File: src/rtl/p1_pool_pkg.sv
// Shared sizes, FSM state type and tap address helper for the pooling-1 engine.
//   DATA_W      signed feature width
//   IN_DIM      conv-1 map side
//   OUT_DIM     pooled map side
//   ADDR_W      conv-1 memory address width
//   PAIRS       output pairs per run (lane 0: pooled rows 0-5, lane 1: rows 6-11)
//   BANK_OFFSET address distance between lane 0 and lane 1 windows
package p1_pool_pkg;

  localparam int unsigned DATA_W      = 16;
  localparam int unsigned IN_DIM      = 24;
  localparam int unsigned OUT_DIM     = 12;
  localparam int unsigned ADDR_W      = 10;
  localparam int unsigned HALF_ROWS   = OUT_DIM / 2;
  localparam int unsigned PAIRS       = HALF_ROWS * OUT_DIM;
  localparam int unsigned BANK_OFFSET = HALF_ROWS * 2 * IN_DIM;

  localparam int unsigned ROW_W = $clog2(HALF_ROWS);
  localparam int unsigned COL_W = $clog2(OUT_DIM);
  localparam int unsigned TAP_W = 2;

  typedef enum logic [2:0] {
    IDLE,
    READ,
    LAST,
    EMIT,
    DONE
  } pool_state_t;

  // Lane-0 address of one 2x2 tap: (2r+dy)*IN_DIM + 2c+dx, tap = {dy,dx}.
  function automatic logic [ADDR_W-1:0] tap_addr(
    input logic [ROW_W-1:0] row,
    input logic [COL_W-1:0] col,
    input logic [TAP_W-1:0] tap
  );
    logic [ADDR_W-1:0] in_row;
    logic [ADDR_W-1:0] in_col;
    in_row = ADDR_W'({row, tap[1]});
    in_col = ADDR_W'({col, tap[0]});
    return (in_row * ADDR_W'(IN_DIM)) + in_col;
  endfunction

endpackage

File: src/rtl/p1_window_max.sv
// One signed running-max lane over a 2x2 pooling window.
//   clk, reset  clock, asynchronous active-high reset
//   clear       zero the accumulator
//   load        take rd_data as the first window value
//   update      keep the larger of rd_data and the accumulator
//   rd_data     word returned by the conv-1 memory
//   max_c       combinational max(rd_data, acc), used to capture the final word
module p1_window_max
  import p1_pool_pkg::*;
(
  input  logic              clk,
  input  logic              reset,
  input  logic              clear,
  input  logic              load,
  input  logic              update,
  input  logic [DATA_W-1:0] rd_data,
  output logic [DATA_W-1:0] max_c
);

  logic [DATA_W-1:0] acc;

  assign max_c = ($signed(rd_data) > $signed(acc)) ? rd_data : acc;

  // Loading the first word (not a constant) keeps all-negative windows exact.
  always_ff @(posedge clk or posedge reset) begin
    if (reset) begin
      acc <= '0;
    end else if (clear) begin
      acc <= '0;
    end else if (load) begin
      acc <= rd_data;
    end else if (update) begin
      acc <= max_c;
    end
  end

endmodule

File: src/rtl/p1_maxpool_engine.sv
// Pooling-1 engine: 2x2 stride-2 signed max pooling of the 24x24 conv-1 map,
// emitted as 72 pairs (lane 0 = pooled rows 0-5, lane 1 = pooled rows 6-11).
//   clk, reset           clock, asynchronous active-high reset
//   enable               start request, sampled in IDLE only
//   rd_addr0/rd_addr1    conv-1 memory read addresses (port A / port B)
//   rd_data0/rd_data1    read data, one cycle after the address
//   out_data0/out_data1  pooled values for pair k and k+72
//   out_valid            one-cycle pulse per pair
//   done                 all pairs emitted; held until reset
// Build option: define P1_RELU_EN to clamp negative pooled results to zero.
module p1_maxpool_engine
  import p1_pool_pkg::*;
(
  input  logic              clk,
  input  logic              reset,
  input  logic              enable,
  output logic [ADDR_W-1:0] rd_addr0,
  output logic [ADDR_W-1:0] rd_addr1,
  input  logic [DATA_W-1:0] rd_data0,
  input  logic [DATA_W-1:0] rd_data1,
  output logic [DATA_W-1:0] out_data0,
  output logic [DATA_W-1:0] out_data1,
  output logic              out_valid,
  output logic              done
);

  pool_state_t       state_q, state_d;
  logic [TAP_W-1:0]  tap_q, tap_d;
  logic [ROW_W-1:0]  row_q, row_d;
  logic [COL_W-1:0]  col_q, col_d;
  logic [ADDR_W-1:0] addr0_d;
  logic [DATA_W-1:0] out0_d, out1_d;
  logic              valid_d;
  logic              done_d;

  logic              acc_clear_c;
  logic              acc_load_c;
  logic              acc_update_c;
  logic [DATA_W-1:0] max0_c, max1_c;

  logic              col_wrap_c;
  logic              last_pair_c;
  logic [ROW_W-1:0]  row_next_c;
  logic [COL_W-1:0]  col_next_c;

  function automatic logic [DATA_W-1:0] emit_value(input logic [DATA_W-1:0] m);
`ifdef P1_RELU_EN
    return m[DATA_W-1] ? '0 : m;
`else
    return m;
`endif
  endfunction

  // Raster advance of the pooled (row, col) position.
  assign col_wrap_c  = (col_q == COL_W'(OUT_DIM - 1));
  assign last_pair_c = col_wrap_c && (row_q == ROW_W'(HALF_ROWS - 1));
  assign col_next_c  = col_wrap_c ? '0 : col_q + COL_W'(1);
  assign row_next_c  = col_wrap_c ? row_q + ROW_W'(1) : row_q;

  p1_window_max u_lane0 (
    .clk     (clk),
    .reset   (reset),
    .clear   (acc_clear_c),
    .load    (acc_load_c),
    .update  (acc_update_c),
    .rd_data (rd_data0),
    .max_c   (max0_c)
  );

  p1_window_max u_lane1 (
    .clk     (clk),
    .reset   (reset),
    .clear   (acc_clear_c),
    .load    (acc_load_c),
    .update  (acc_update_c),
    .rd_data (rd_data1),
    .max_c   (max1_c)
  );

  // Next state, counters and registered-output values.
  always_comb begin
    state_d      = state_q;
    tap_d        = tap_q;
    row_d        = row_q;
    col_d        = col_q;
    addr0_d      = rd_addr0;
    out0_d       = out_data0;
    out1_d       = out_data1;
    valid_d      = 1'b0;
    done_d       = done;
    acc_clear_c  = 1'b0;
    acc_load_c   = 1'b0;
    acc_update_c = 1'b0;

    case (state_q)
      IDLE: begin
        acc_clear_c = 1'b1;
        if (enable) begin
          state_d = READ;
          tap_d   = '0;
          addr0_d = tap_addr(row_q, col_q, TAP_W'(0));
        end
      end

      READ: begin
        // Data trails the address by one cycle: tap 1 cycle sees word 0.
        if (tap_q == TAP_W'(1)) begin
          acc_load_c = 1'b1;
        end else if (tap_q != TAP_W'(0)) begin
          acc_update_c = 1'b1;
        end
        if (tap_q == TAP_W'(3)) begin
          state_d = LAST;
        end else begin
          tap_d   = tap_q + TAP_W'(1);
          addr0_d = tap_addr(row_q, col_q, tap_q + TAP_W'(1));
        end
      end

      LAST: begin
        // Fourth word arrives now; capture the final max straight to the output.
        acc_update_c = 1'b1;
        state_d      = EMIT;
        valid_d      = 1'b1;
        out0_d       = emit_value(max0_c);
        out1_d       = emit_value(max1_c);
      end

      EMIT: begin
        if (last_pair_c) begin
          state_d = DONE;
          done_d  = 1'b1;
        end else begin
          state_d = READ;
          tap_d   = '0;
          row_d   = row_next_c;
          col_d   = col_next_c;
          addr0_d = tap_addr(row_next_c, col_next_c, TAP_W'(0));
        end
      end

      DONE: begin
        done_d = 1'b1;
      end

      default: begin
        state_d = IDLE;
      end
    endcase
  end

  // State and output registers.
  always_ff @(posedge clk or posedge reset) begin
    if (reset) begin
      state_q   <= IDLE;
      tap_q     <= '0;
      row_q     <= '0;
      col_q     <= '0;
      rd_addr0  <= '0;
      rd_addr1  <= '0;
      out_data0 <= '0;
      out_data1 <= '0;
      out_valid <= 1'b0;
      done      <= 1'b0;
    end else begin
      state_q   <= state_d;
      tap_q     <= tap_d;
      row_q     <= row_d;
      col_q     <= col_d;
      rd_addr0  <= addr0_d;
      rd_addr1  <= addr0_d + ADDR_W'(BANK_OFFSET);
      out_data0 <= out0_d;
      out_data1 <= out1_d;
      out_valid <= valid_d;
      done      <= done_d;
    end
  end

endmodule
File: config.mk
export PLATFORM = sky130hd
export DESIGN_NAME = p1_maxpool_engine
export DESIGN_NICKNAME = d
export VERILOG_FILES = /design/src/rtl/p1_pool_pkg.sv /design/src/rtl/p1_window_max.sv /design/src/rtl/p1_maxpool_engine.sv
export SDC_FILE = /design/constraint.sdc
export NUM_CORES = 1
export LEC_CHECK = 0
export ABC_AREA = 1
export BUFFER_PORTS_ARGS = -buffer_cell sky130_fd_sc_hd__buf_2
export CORE_MARGIN = 2
export CORE_UTILIZATION = 50
export DETAILED_ROUTE_END_ITERATION = 10
export HOLD_SLACK_MARGIN = 0.12
export PLACE_DENSITY = 0.82
export SYNTH_ARGS = -nofsm -noshare
export SYNTH_HDL_FRONTEND = slang
export SYNTH_SLANG_ARGS = --single-unit
export TNS_END_PERCENT = 50
File: constraint.sdc
create_clock -name clk -period 4.4 [get_ports clk]
set_clock_uncertainty 0.15 [all_clocks]
set_input_delay 0.44 -clock clk [delete_from_list [all_inputs] [get_ports clk]]
set_output_delay 0.44 -clock clk [all_outputs]
set_load 0.02 [all_outputs]
==> results of run 1 <==
## final cells by class
| cell class | count | area, um^2 | area share |
|---|---|---|---|
| multi-input cells | 678 | 3520 | 0.489 |
| well taps | 172 | 215 | 0.0299 |
| inverters | 89 | 337 | 0.0468 |
| repair buffers | 92 | 470 | 0.0654 |
| clock inverters | 6 | 86.3 | 0.0120 |
| flip-flops and latches | 93 | 2330 | 0.323 |
| clock buffers | 10 | 239 | 0.0332 |
## stage by stage
| step | setup WS (ns) | std cells | power, W | utilization |
|---|---|---|---|---|
| after floorplan | 1.27 | 894 | 0.00239 | - |
| after global placement | 1.11 | 1124 | 0.00271 | 0.549 |
| after detailed placement | 0.955 | 1124 | 0.00276 | 0.549 |
| after CTS | 0.968 | 1140 | 0.00361 | 0.575 |
| after global routing | 0.667 | 1140 | 0.00391 | 0.575 |
| final | 0.991 | 1140 | 0.00358 | 0.575 |
## sequential cells by signal, summed over array words and instances (netlist names), named ones only
register / flops
row_q: 3
u_lane1.acc: 16
done: 1
out_valid: 1
out_data1: 16
rd_addr1: 5
col_q: 4
tap_q: 2
rd_addr0: 5
out_data0: 16
state_q: 3
u_lane0.acc: 16
## how the worst min path moves through the flow
stage | start | end | slack, ns
after global routing | reset | async pin | 0.19
after floorplan | tap_q[1]$_DFFE_PP0P_ | tap_q[1]$_DFFE_PP0P_ | 0.32
after global placement | done$_DFFE_PP0P_ | done$_DFFE_PP0P_ | 0.30
after CTS | reset | row_q[2]$_DFFE_PP0P_ | 0.15
final | reset | rd_addr0[5]$_DFF_PP0_ | 0.11
after detailed placement | done$_DFFE_PP0P_ | done$_DFFE_PP0P_ | 0.31
## critical path: cells and delay by family, from the launching register on
family | cells | cell delay [ns]
AND/OR/NAND/NOR | 7 | 0.53
adder cells (fa/ha/maj) | 4 | 1.30
buffers and inverters | 1 | 0.14
AO/OA/AOI/OAI | 2 | 0.68
flip-flops | 1 | 0.50
## cell families after synthesis
kind of cell / Yosys count
simple gates: 569
compound gates: 45
buf+inv: 123
xor+xnor: 7
fa+ha+maj: 57
flops: 93
## cell usage after synthesis (all sizes together)
master and n:
nand2 368, dfrtp 93, inv 88, nor2 87, nand3 66, ha 53
nand4 37, a21oi 20, buf 18, clkbuf 16, o21ai 16, nor3 6
fa 4, xor2 4, a21o 3, o2111ai 3, or2 3, xnor2 3
o211ai 2, clkinv 1, nand3b 1, nor3b 1, o21a 1
## power by group through the flow
stage	sequential [W]	combinational, W	clock [W]
2_1_floorplan	0.00145	0.000941	0
3_3_place_gp	0.00128	0.00143	0
3_5_place_dp	0.00129	0.00147	0
4_1_cts	0.00127	0.00148	0.000862
5_1_grt	0.00131	0.00170	0.000897
6_report	0.00127	0.00147	0.000844
## routing by layer
layer | up-vias | GRT usage | wire length, um | share of wire
li1 | 2977 | - | - | -
met1 | 2651 | 0.284 | 6720 | 0.47
met2 | 142 | 0.378 | 6800 | 0.47
met3 | 19 | 0.0396 | 673 | 0.047
met4 | 0 | 0.0745 | 234 | 0.016
met5 | - | 0 | 0 | 0
==> results by stage, run 1 <==
Route:
- The average wire per cell in the routed design is 12.7 um.
- The routed layout has 5,789 vias.
- In the routed design, unresolved DRC markers number 0.
- The number of DRC markers after the initial detailed-route iteration is 378.
- The vias per cell is 5.08.
- The detail route stage leaves a number of antenna-violating nets equal to 0.
- The routed design has ~14,000 um of wire.
- The total iterations of the first detailed-routing run is 5.

Clock tree:
- TritonCTS built the clock tree.
- The post-cts hold buffer count is 0.
- The clock passes through at most 2 buffers.
- The clock insertion delay at the later pin of the skew report is 0.35 ns.
- The number of setup buffers added after CTS is 0.
- The cell at the root of the clock tree is clkbuf_16.
- The post-cts gate resize count is 0.
- The clock input transition at the sequential cells of the worst setup and hold paths is 0.06 ns.
- The number of buffers created by CTS is 9.
- The clock drives 93 sinks.
- The level count of the clock H-tree is 3.

Synth:
- The share of synthesized cell area in full adder, half adder and majority cells is 0.117.
- The count of distinct cell types in the synthesized netlist is 36.
- The net count after synthesis is 986.
- Of the post-synthesis cell area, the dominant cell type holds 0.366.
- Of the total synthesized cell area, the portion taken by AND, OR, NAND and NOR gates is 0.386.
- By area the synthesized netlist is led by dfrtp_1 37%, nand2_1 21%, ha_1 10%.
- The synthesized instance count is 894.
- Counting flops and latches in the post-synthesis netlist gives 93.
- The fraction of synthesized area in multiplexers is 0.
- In this run the mean area of a mapped cell was 7.11 um^2.
- The share of the Yosys chip area taken by registers is 0.366.
- The fraction of the mapped netlist area in compound gates came to 0.0405.
- The library cell occupying the most area in the post-synthesis netlist is dfrtp_1.
- The number of warnings reported in the yosys synthesis log is 0.
- Of the total synthesized cell area, the portion taken by XOR and XNOR cells is 0.00964.
- The combinational family with the most area after synthesis is simple AND/OR/NAND/NOR gates.
- In this run the cell area of the synthesized design comes to 6360 um^2.

Cells and area:
- Counting the fill cells in the layout gives 1,211.
- The area growth from synthesis to layout is 13.2%.
- Of the cells placed in the final design, the portion with a size suffix greater than 1 is 0.144.
- Once layout is done, the placed cells without fillers occupy 7200 um^2.
- The most common cell after layout, fill and taps aside is nand2_1.
- The library cells used most frequently in the layout, excluding fill and tap cells, are 361 x nand2_1, 93 x dfrtp_1, 88 x buf_2.
- The number of nets at the end of the flow is 1,055.
- The number of antenna repair diodes is 0.

Pwr:
- The fraction of power consumed by the clock network is 0.235.
- The total internal power is 0.00212 W.
- The worst supply voltage drop on vdd is between 150 and 200 uV.
- The net switching power is 0.00146 W.
- The share of total power dissipated in sequential elements is 0.356.
- The static leakage power is ~4.2 nW.
- Power spread over the standard cell area amounts to roughly 500 nW/um^2.
- The combinational group share of total power is 0.409.
- The net switching share of the total power is 0.407.

Worst setup path:
- The critical path goes through inv_1 -> ha_1 -> o21ai_0 -> ha_1 -> fa_1 -> nor2_1 -> nor2_1 -> nand2_1 -> o2111ai_2 -> ha_1 -> nand3_1 -> nand2_1 -> nand2_1 -> nand2_1.
- The critical path in this run is classified as reg2reg.
- The data required time of the critical path is 4.50 ns.
- The end of the worst register-to-register path is rd_addr1[9]$_DFF_PP0_.
- Of all nets on the critical path, the largest fanout is 7.
- The longest individual stage delay on the worst path is 0.53 ns.
- The standard cell with the maximum stage delay on the critical path is o21ai_0.
- The kind of end point of the critical path is a flip-flop.
- The number of cells on the worst reg-to-reg path is 14.
- The endpoint arrival time on the critical path is 3.51 ns.
- The critical path starts at row_q[1]$_DFFE_PP0P_.
- The capturing instance or port of the critical path is rd_addr1[9]$_DFF_PP0_.
- Among the stages of the critical path, the cell type that occurs most often is nand2_1.
- The startpoint of the worst-slack reg-to-reg timing path is row_q[1]$_DFFE_PP0P_.
- For flop-to-flop paths, the worst setup slack is 0.99 ns.
- The worst setup path is launched from a flip-flop.

Timing:
- The relative max-transition margin is 0.217.
- Setup repair after global routing left no endpoint under its margin.
- At the pin with the least slew margin, the transition time is 1.17 ns.
- The part of the cycle the worst path needs is 0.775.
- The summed negative setup slack over all endpoints is 0 ns.
- The final-layout worst hold slack is 0.108 ns.
- The count of pins over their slew limit is 0.
- The final hold violation count came to 0.
- Setup violations remaining at the end of the flow were counted as 0.
- Based on the critical path, the design can be clocked at up to ~0.29 GHz.
- The final period demand of the worst path is around 3.4 ns.

Floorplanning:
- The die covers 13,600 um^2.
- The region available for standard cell placement spans around 13,000 um^2.
- From left edge to right edge, the die measures approximately 120 um.
- In this run the vertical extent of the chip is 117 um.
- The site row count is 41.
- The effective utilization at floorplan is 0.508.
- The number of top-level pins is 89.

Outcome:
- The run finished with clean final reports.

Placed design:
- Routability-driven placement finished with a final weighted congestion of 0.892.
- The wire-length estimate of the detail-placed layout is just under 10,000 um.
- Port buffering added between 80 and 90 buffers.
- The instance area after placement is just under 7000 um^2.

Global routing:
- The via count of the first global-routing pass is roughly 5.3k.
- The initial antenna violation count is 0.
- Entering global routing, the biggest net connects a little under 70 pins.
- The first global-routing pass estimated approximately 24,000 um of wire.
- The total routing resource utilization after global routing is 0.221.
- The total overflow left after global routing is 0.

Job:
- The reported max-cap violation count is 0.

Hold path:
- The type of the worst min-delay path is in2async.
No activity file was read; power rests on OpenSTA's default activity.
==> run 2: changes to the inputs <==
- clock period: 4.4 -> 3.5 ns (I/O delays scaled with it)
==> run 2 against run 1 <==
Compared with the run above:
- clock-buffer cell count up 1
- register-to-register slack worse by 0.63 ns
- sequential share of layout area down 0.29 points
- final cell count up 0.61%
- critical path depth unchanged
- first-iteration DRC count up 9.3%
- critical path type unchanged
- routed wire length up 3.9%
- sequential power up 26%
- maximum frequency up 8.6%
- via count up 2.2%
- worst hold slack better by 0.11 ns
- flip-flop and latch count unchanged
==> results by stage, run 2 (synthesized netlist as in run 1, its figures left out) <==
Outcome:
- The flow ran to the end, and the final reports show no timing, DRC or antenna violations.

Worst setup path:
- The end of the worst register-to-register path is rd_addr1[9]$_DFF_PP0_.
- STA classifies the critical path endpoint as a flip-flop.
- The endpoint arrival time on the critical path is 3.23 ns (-0.28 ns).
- The setup slack of the most critical reg-to-reg path was 0.36 ns (-0.63 ns).
- The startpoint of the worst-slack reg-to-reg timing path is row_q[1]$_DFFE_PP0P_.
- The worst setup path startpoint is row_q[1]$_DFFE_PP0P_.
- The number of cells on the worst reg-to-reg path was 14 (unchanged).
- The startpoint type of the worst setup path is a flip-flop.
- The most critical setup path has its endpoint at rd_addr1[9]$_DFF_PP0_.
- The top fanout value on the critical path was 7 (unchanged).
- The critical path in this run is classified as reg2reg.
- The data required time of the critical path was 3.59 ns (-0.91 ns).

Pwr:
- The net switching share of the total power came to 0.407 (about the same).
- The sequential cell fraction of total power was 0.353 (-0.003).
- The total power density per cell area is 626 nW/um^2 (+26%).
- The total internal power is 0.00269 W (+27%).
- The net switching power is 0.00185 W (+27%).
- The combinational group share of total power is 0.407 (-0.002).
- The static leakage power is 4.19 nW (+1.0%).
- The total power is 0.00454 W (+27%).
- The worst supply voltage drop on vdd came to 248 uV (+41%).
- The fraction of power consumed by the clock network is 0.241 (+0.006).

Timing:
- The final count of negative-setup-slack endpoints is 0 (unchanged).
- The count of pins over their slew limit came to 0 (unchanged).
- Setup repair after global routing left no endpoint under its margin.
- The part of the cycle the worst path needs is 0.897 (+0.122).
- The final period demand of the worst path is 3.14 ns (-0.269 ns).
- The worst-margin pin slew is 0.669 ns (-0.504 ns).
- The top achievable clock speed is 0.318 GHz (+8.6%).
- The summed negative setup slack over all endpoints is 0 ns (unchanged).
- The relative max-transition margin came to 0.554 (+0.337).
- The final hold violation count is 0 (unchanged).

Hold path:
- The tightest min-delay check is of the in2reg type.
- The worst hold path passes through 5 cells.

Global routing:
- The total global routing overflow is 0 (unchanged).
- The initial antenna violation count was 0 (unchanged).
- The wire length of the first global-routing pass is 25,100 um (+4.0%).
- The total routing resource utilization after global routing is 0.230 (+0.00896).
- The via count of the first global-routing pass was 5,530 (+3.4%).
- The largest net degree at the start of global routing is 64 (-7.2%).

Route:
- The total number of vias is 5,915 (+2.2%).
- The count of antenna-violating nets left after detailed routing is 0 (unchanged).
- The routed wire length is 15,000 um (+3.9%).
- In this run the top signal layer used is met4.
- The average wire per cell in the routed design was 13.1 um (+3.2%).
- The post-route met1 wirelength is 6670 um (-0.70%).
- The amount of wire on met2 after detailed routing is 7190 um (+5.8%).
- The number of DRC markers after the initial detailed-route iteration came to 413 (+9.3%).
- The total iterations of the first detailed-routing run is 6 (+1).
- The DRC violation count after routing is 0 (unchanged).
- The vias per cell is 5.16 (+1.6%).
- The routed wire length on met3 is 848 um (+26%).

Cells and area:
- The library cells used most frequently in the layout, excluding fill and tap cells, are 361 x nand2_1, 93 x dfrtp_1, 88 x buf_2.
- The number of nets at the end of the flow is 1,062 (+0.66%).
- The number of antenna repair diodes came to 0 (unchanged).
- The fraction of layout cells with a size suffix above 1 is 0.149 (+0.00512).
- Relative to the synthesized area, the layout overhead comes to 14.2%.
- Leaving out fill and tap cells, the most frequent cell in the layout is nand2_1.

Clock tree:
- The root buffer cell chosen for the clock tree is clkbuf_16.
- The clock input transition at the sequential cells of the worst setup and hold paths is 0.07 ns (about the same).
- The clock insertion delay at the later pin of the skew report is 0.35 ns (about the same).
- The number of buffers created by CTS was 9 (unchanged).
- The post-cts gate resize count is 0 (unchanged).
- TritonCTS built the clock tree.
- The level count of the clock H-tree is 3 (unchanged).
- The number of sinks on the clock net is 93 (unchanged).
- The maximum number of buffers from clock root to sink is 2 (unchanged).

Floorplanning:
- The effective utilization at floorplan is 0.508 (unchanged).
- The area of the die was 13,600 um^2 (unchanged).
- The total core area is 12,500 um^2 (unchanged).
- The floorplan die height came to 117 um (unchanged).
- The die outline width is 117 um (unchanged).
- The number of top-level pins is 89 (unchanged).
- The site row count was 41 (unchanged).

Placed design:
- The routability-driven placement congestion ratio is 0.939 (+5.3%).
- The number of port buffers came to 88 (unchanged).
- The placed wire-length estimate after detailed placement is 10,400 um (+5.5%).

Job:
- The reported max-cap violation count is 0 (unchanged).
-- run 2: cell count changes in the layout (fill, tap and decap cells not counted) --
cell           previous run  this run
clkinvlp_4                1         0
dlygate4sd3_1             0         1
clkbuf_8                  1         2
clkinv_4                  1         2
buf_4                     4        10
clkinv_2                  2         1
-- run 2: layout make-up --
type	instances	area (um^2)
Fill cell	1179	5260
Multi-Input combinational cell	678	3520
Sequential cell	93	2330
Timing Repair Buffer	99	526
Inverter	89	337
Clock buffer	11	253
Tap cell	172	215
Clock inverter	5	82.6
-- run 2: worst min-delay path by stage --
stage / endpoint / start
2_1_floorplan: tap_q[1]$_DFFE_PP0P_ / tap_q[1]$_DFFE_PP0P_
3_3_place_gp: rd_addr1[5]$_DFF_PP0_ / reset
3_5_place_dp: rd_addr1[5]$_DFF_PP0_ / reset
4_1_cts: u_lane0.acc[9]$_DFFE_PP0P_ / rd_data0[9]
5_1_grt: u_lane0.acc[9]$_DFFE_PP0P_ / rd_data0[9]
6_report: u_lane1.acc[6]$_DFFE_PP0P_ / rd_data1[6]
-- run 2: worst max-delay path: stages, from the launching register on --
cell       delay (ns)
dfrtp_1          0.51
inv_1            0.15
ha_1             0.31
o21ai_0          0.30
ha_1             0.25
fa_1             0.45
nor2_1           0.12
nor2_1           0.05
nand2_1          0.08
o2111ai_2        0.15
ha_1             0.24
nand3_1          0.11
nand2_1          0.06
nand2_1          0.05
nand2_1          0.04
-- run 2: power by group through the flow --
stage | Clock, W | Sequential (W) | Combinational [W]
3_3_place_gp | 0 | 0.00161 | 0.00180
6_report | 0.00109 | 0.00160 | 0.00185
4_1_cts | 0.00111 | 0.00160 | 0.00186
2_1_floorplan | 0 | 0.00182 | 0.00118
5_1_grt | 0.00115 | 0.00164 | 0.00216
3_5_place_dp | 0 | 0.00162 | 0.00185
-- run 2: per-stage QoR --
| stage | util | hold slack [ns] | std cells | area, um^2 | setup slack, ns |
|---|---|---|---|---|---|
| 5_1_grt | 0.580 | 0.249 | 1147 | 7260 | 0.0725 |
| 6_report | 0.580 | 0.218 | 1147 | 7260 | 0.360 |
| 4_1_cts | 0.580 | 0.216 | 1147 | 7260 | 0.365 |
| 2_1_floorplan | - | 0.317 | 894 | 6360 | 0.375 |
| 3_3_place_gp | 0.553 | 0.232 | 1130 | 6920 | 0.525 |
| 3_5_place_dp | 0.553 | 0.239 | 1130 | 6920 | 0.372 |
-- run 2: routing by layer --
metal | global-route usage | vias up
li1 | - | 2993
met1 | 0.294 | 2713
met2 | 0.394 | 185
met3 | 0.0376 | 24
met4 | 0.0839 | 0
met5 | 0 | -
-- run 2: what timing repair did --
item | CTS | global route
hold endpoints to repair | 29 | 0
hold buffers | 1 | 0
setup buffers | 0 | 0
==> run 3: changes to the inputs <==
- CORE_UTILIZATION: 50 -> 59
- CTS_CLUSTER_SIZE: not set -> 25
- PLACE_DENSITY: 0.82 -> 0.93
==> run 3 against run 2 <==
Compared with the run above:
- via count rose by 0.64%
- maximum frequency barely moved
- routed wire length fell by 2.5%
- cell area fell by 2.8%
- total power fell by 8.8%
- register-to-register slack barely moved
- final cell count fell by 3.2%
- critical path depth did not move
- sequential power barely moved
- flip-flop and latch count did not move
- die area fell by 15%
- clock power fell by 37%
- largest cell class unchanged
==> results by stage, run 3 (synthesized netlist as in run 1, its figures left out) <==
Route:
- The average wire per cell in the routed design is 13.2 um (+0.75%).
- The DRC violation count after routing is 0 (unchanged).
- The vias per cell is 5.36 (+4.0%).
- The count of antenna-violating nets left after detailed routing is 0 (unchanged).
- The number of DRC markers after the initial detailed-route iteration was 365 (-12%).
- The total number of vias is 5,953 (+0.64%).
- The routed wire length is 14,600 um (-2.5%).
- The total iterations of the first detailed-routing run is 5 (-1).

Timing:
- The final count of negative-setup-slack endpoints came to 0 (unchanged).
- The part of the cycle the worst path needs was 0.896 (about the same).
- The worst-margin pin slew is 1.05 ns (+0.379 ns).
- The final hold violation count came to 0 (unchanged).
- The final period demand of the worst path is 3.14 ns (-0.00310 ns).
- The count of pins over their slew limit is 0 (unchanged).
- The summed negative setup slack over all endpoints was 0 ns (unchanged).
- The relative max-transition margin is 0.301 (-0.253).
- Setup repair after global routing left no endpoint under its margin.
- The final-layout worst hold slack is 0.197 ns (-0.0203 ns).
- The top achievable clock speed is 0.319 GHz (about the same).

Worst setup path:
- The worst setup path is launched from a flip-flop.
- The data required time of the critical path is 3.61 ns (+0.02 ns).
- The kind of end point of the critical path is a flip-flop.
- The setup path with the least slack is of type reg2reg.
- The endpoint arrival time on the critical path is 3.24 ns (about the same).
- The top fanout value on the critical path was 7 (unchanged).

Pwr:
- The sequential cell fraction of total power is 0.383 (+0.030).
- The static leakage power came to 4.11 nW (-2.0%).
- The worst supply voltage drop on vdd was 316 uV (+27%).
- The fraction of power consumed by the clock network is 0.166 (-0.075).
- The combinational group share of total power came to 0.451 (+0.044).
- The total internal power is 0.00231 W (-14%).
- The total power is 0.00414 W (-8.8%).
- The total power density per cell area came to 587 nW/um^2 (-6.2%).
- The net switching power is 0.00183 W (-0.98%).
- The net switching share of the total power is 0.443 (+0.0351).

Global routing:
- The total routing resource utilization after global routing came to 0.266 (+0.0363).
- The via count of the first global-routing pass is 5,633 (+1.9%).
- The total global routing overflow is 0 (unchanged).
- The wire length of the first global-routing pass came to 25,000 um (-0.58%).
- The largest net degree at the start of global routing is 64 (unchanged).
- The initial antenna violation count is 0 (unchanged).

Clock tree:
- The maximum number of buffers from clock root to sink is 2 (unchanged).
- The cell at the root of the clock tree is clkbuf_8.
- The clock tree from TritonCTS is yes.
- The clock input transition at the sequential cells of the worst setup and hold paths came to 0.11 ns (+0.04 ns).
- The level count of the clock H-tree was 3 (unchanged).
- The clock insertion delay at the later pin of the skew report came to 0.37 ns (+0.02 ns).
- The number of sinks on the clock net is 93 (unchanged).
- The post-cts gate resize count is 0 (unchanged).
- The number of buffers created by CTS is 9 (unchanged).

Floorplanning:
- The total core area is 10,400 um^2 (-17%).
- The floorplan die height is 108 um (-7.7%).
- The die outline width came to 108 um (-7.7%).
- The area of the die is 11,600 um^2 (-15%).
- The site row count is 37 (-9.8%).
- The number of top-level pins was 89 (unchanged).
- The effective utilization at floorplan was 0.610 (+0.102).

Job:
- The reported max-cap violation count was 0 (unchanged).

Cells and area:
- In the layout the commonest cells are 361 x nand2_1, 93 x dfrtp_1, 88 x buf_2.
- The number of antenna repair diodes came to 0 (unchanged).
- The area growth from synthesis to layout is 11.0%.
- The most common cell after layout, fill and taps aside is nand2_1.
- The number of nets at the end of the flow is 1,061 (-0.094%).
- The fraction of layout cells with a size suffix above 1 was 0.148 (-0.000874).

Placed design:
- The placed wire-length estimate after detailed placement was 10,300 um (-1.1%).
- The routability-driven placement congestion ratio is 0.895 (-4.8%).
- The number of port buffers was 88 (unchanged).

Outcome:
- The run finished with clean final reports.

Hold path:
- The type of the worst min-delay path is in2reg.
## run 3: changes by cell type in the layout (fill, tap and decap cells not counted), sizes merged
| cell | delta |
|---|---|
| buf | -1 |
| bufinv | -2 |
| clkbuf | -1 |
| clkinv | -1 |
| clkinvlp | +2 |
| inv | +2 |
## run 3: area by class of cell
cell class / count / area, um^2
Tap cell: 136 / 170
Sequential cell: 93 / 2330
Fill cell: 919 / 3360
Clock buffer: 10 / 138
Inverter: 89 / 337
Clock inverter: 6 / 46.3
Timing Repair Buffer: 98 / 518
Multi-Input combinational cell: 678 / 3520
## run 3: per-layer routing
layer | vias up | track usage | wire length (um)
li1 | 2994 | - | -
met1 | 2744 | 0.345 | 6290
met2 | 199 | 0.456 | 7220
met3 | 16 | 0.0454 | 920
met4 | 0 | 0.0824 | 180
met5 | - | 0 | 0
## run 3: through the flow
stage / area [um^2] / cells / utilization / worst slack, ns
6_report: 7060 / 1110 / 0.678 / 0.363
5_1_grt: 7060 / 1110 / 0.678 / 0.129
4_1_cts: 7060 / 1110 / 0.678 / 0.353
3_5_place_dp: 6860 / 1093 / 0.659 / 0.352
3_3_place_gp: 6860 / 1093 / 0.659 / 0.542
2_1_floorplan: 6360 / 894 / - / 0.375
## run 3: worst paths after layout
path	cells after the start	endpoint	slack (ns)	start
worst max-delay path	14	rd_addr1[9]$_DFF_PP0_	0.36	row_q[1]$_DFFE_PP0P_
worst min-delay path	5	u_lane1.acc[0]$_DFFE_PP0P_	0.20	rd_data1[0]
worst max register to register	14	rd_addr1[9]$_DFF_PP0_	0.36	row_q[1]$_DFFE_PP0P_
worst min register to register	1	done$_DFFE_PP0P_	0.32	done$_DFFE_PP0P_
max in group asynchronous	4	out_data1[10]$_DFFE_PP0P_	2.02	reset
min in group asynchronous	3	rd_addr0[9]$_DFF_PP0_	0.44	reset
## run 3: worst max-delay path, cell delays in order (launching register included)
cell,delay (ns)
dfrtp_1,0.52
inv_1,0.14
ha_1,0.31
o21ai_0,0.30
ha_1,0.26
fa_1,0.47
nor2_1,0.12
nor2_1,0.05
nand2_1,0.07
o2111ai_2,0.16
ha_1,0.24
nand3_1,0.10
nand2_1,0.06
nand2_1,0.05
nand2_1,0.04
## run 3: timing repair
action	4_1_cts	5_1_grt
buffers inserted	0	0
hold buffers	1	0
setup endpoints to repair	0	0
endpoints found under the hold margin	43	0
## run 3: power by group through the flow
stage | registers (W) | logic (W) | clock network [W]
2_1_floorplan | 0.00182 | 0.00118 | 0
3_3_place_gp | 0.00160 | 0.00179 | 0
3_5_place_dp | 0.00161 | 0.00187 | 0
4_1_cts | 0.00159 | 0.00188 | 0.000700
5_1_grt | 0.00163 | 0.00215 | 0.000741
6_report | 0.00159 | 0.00187 | 0.000687
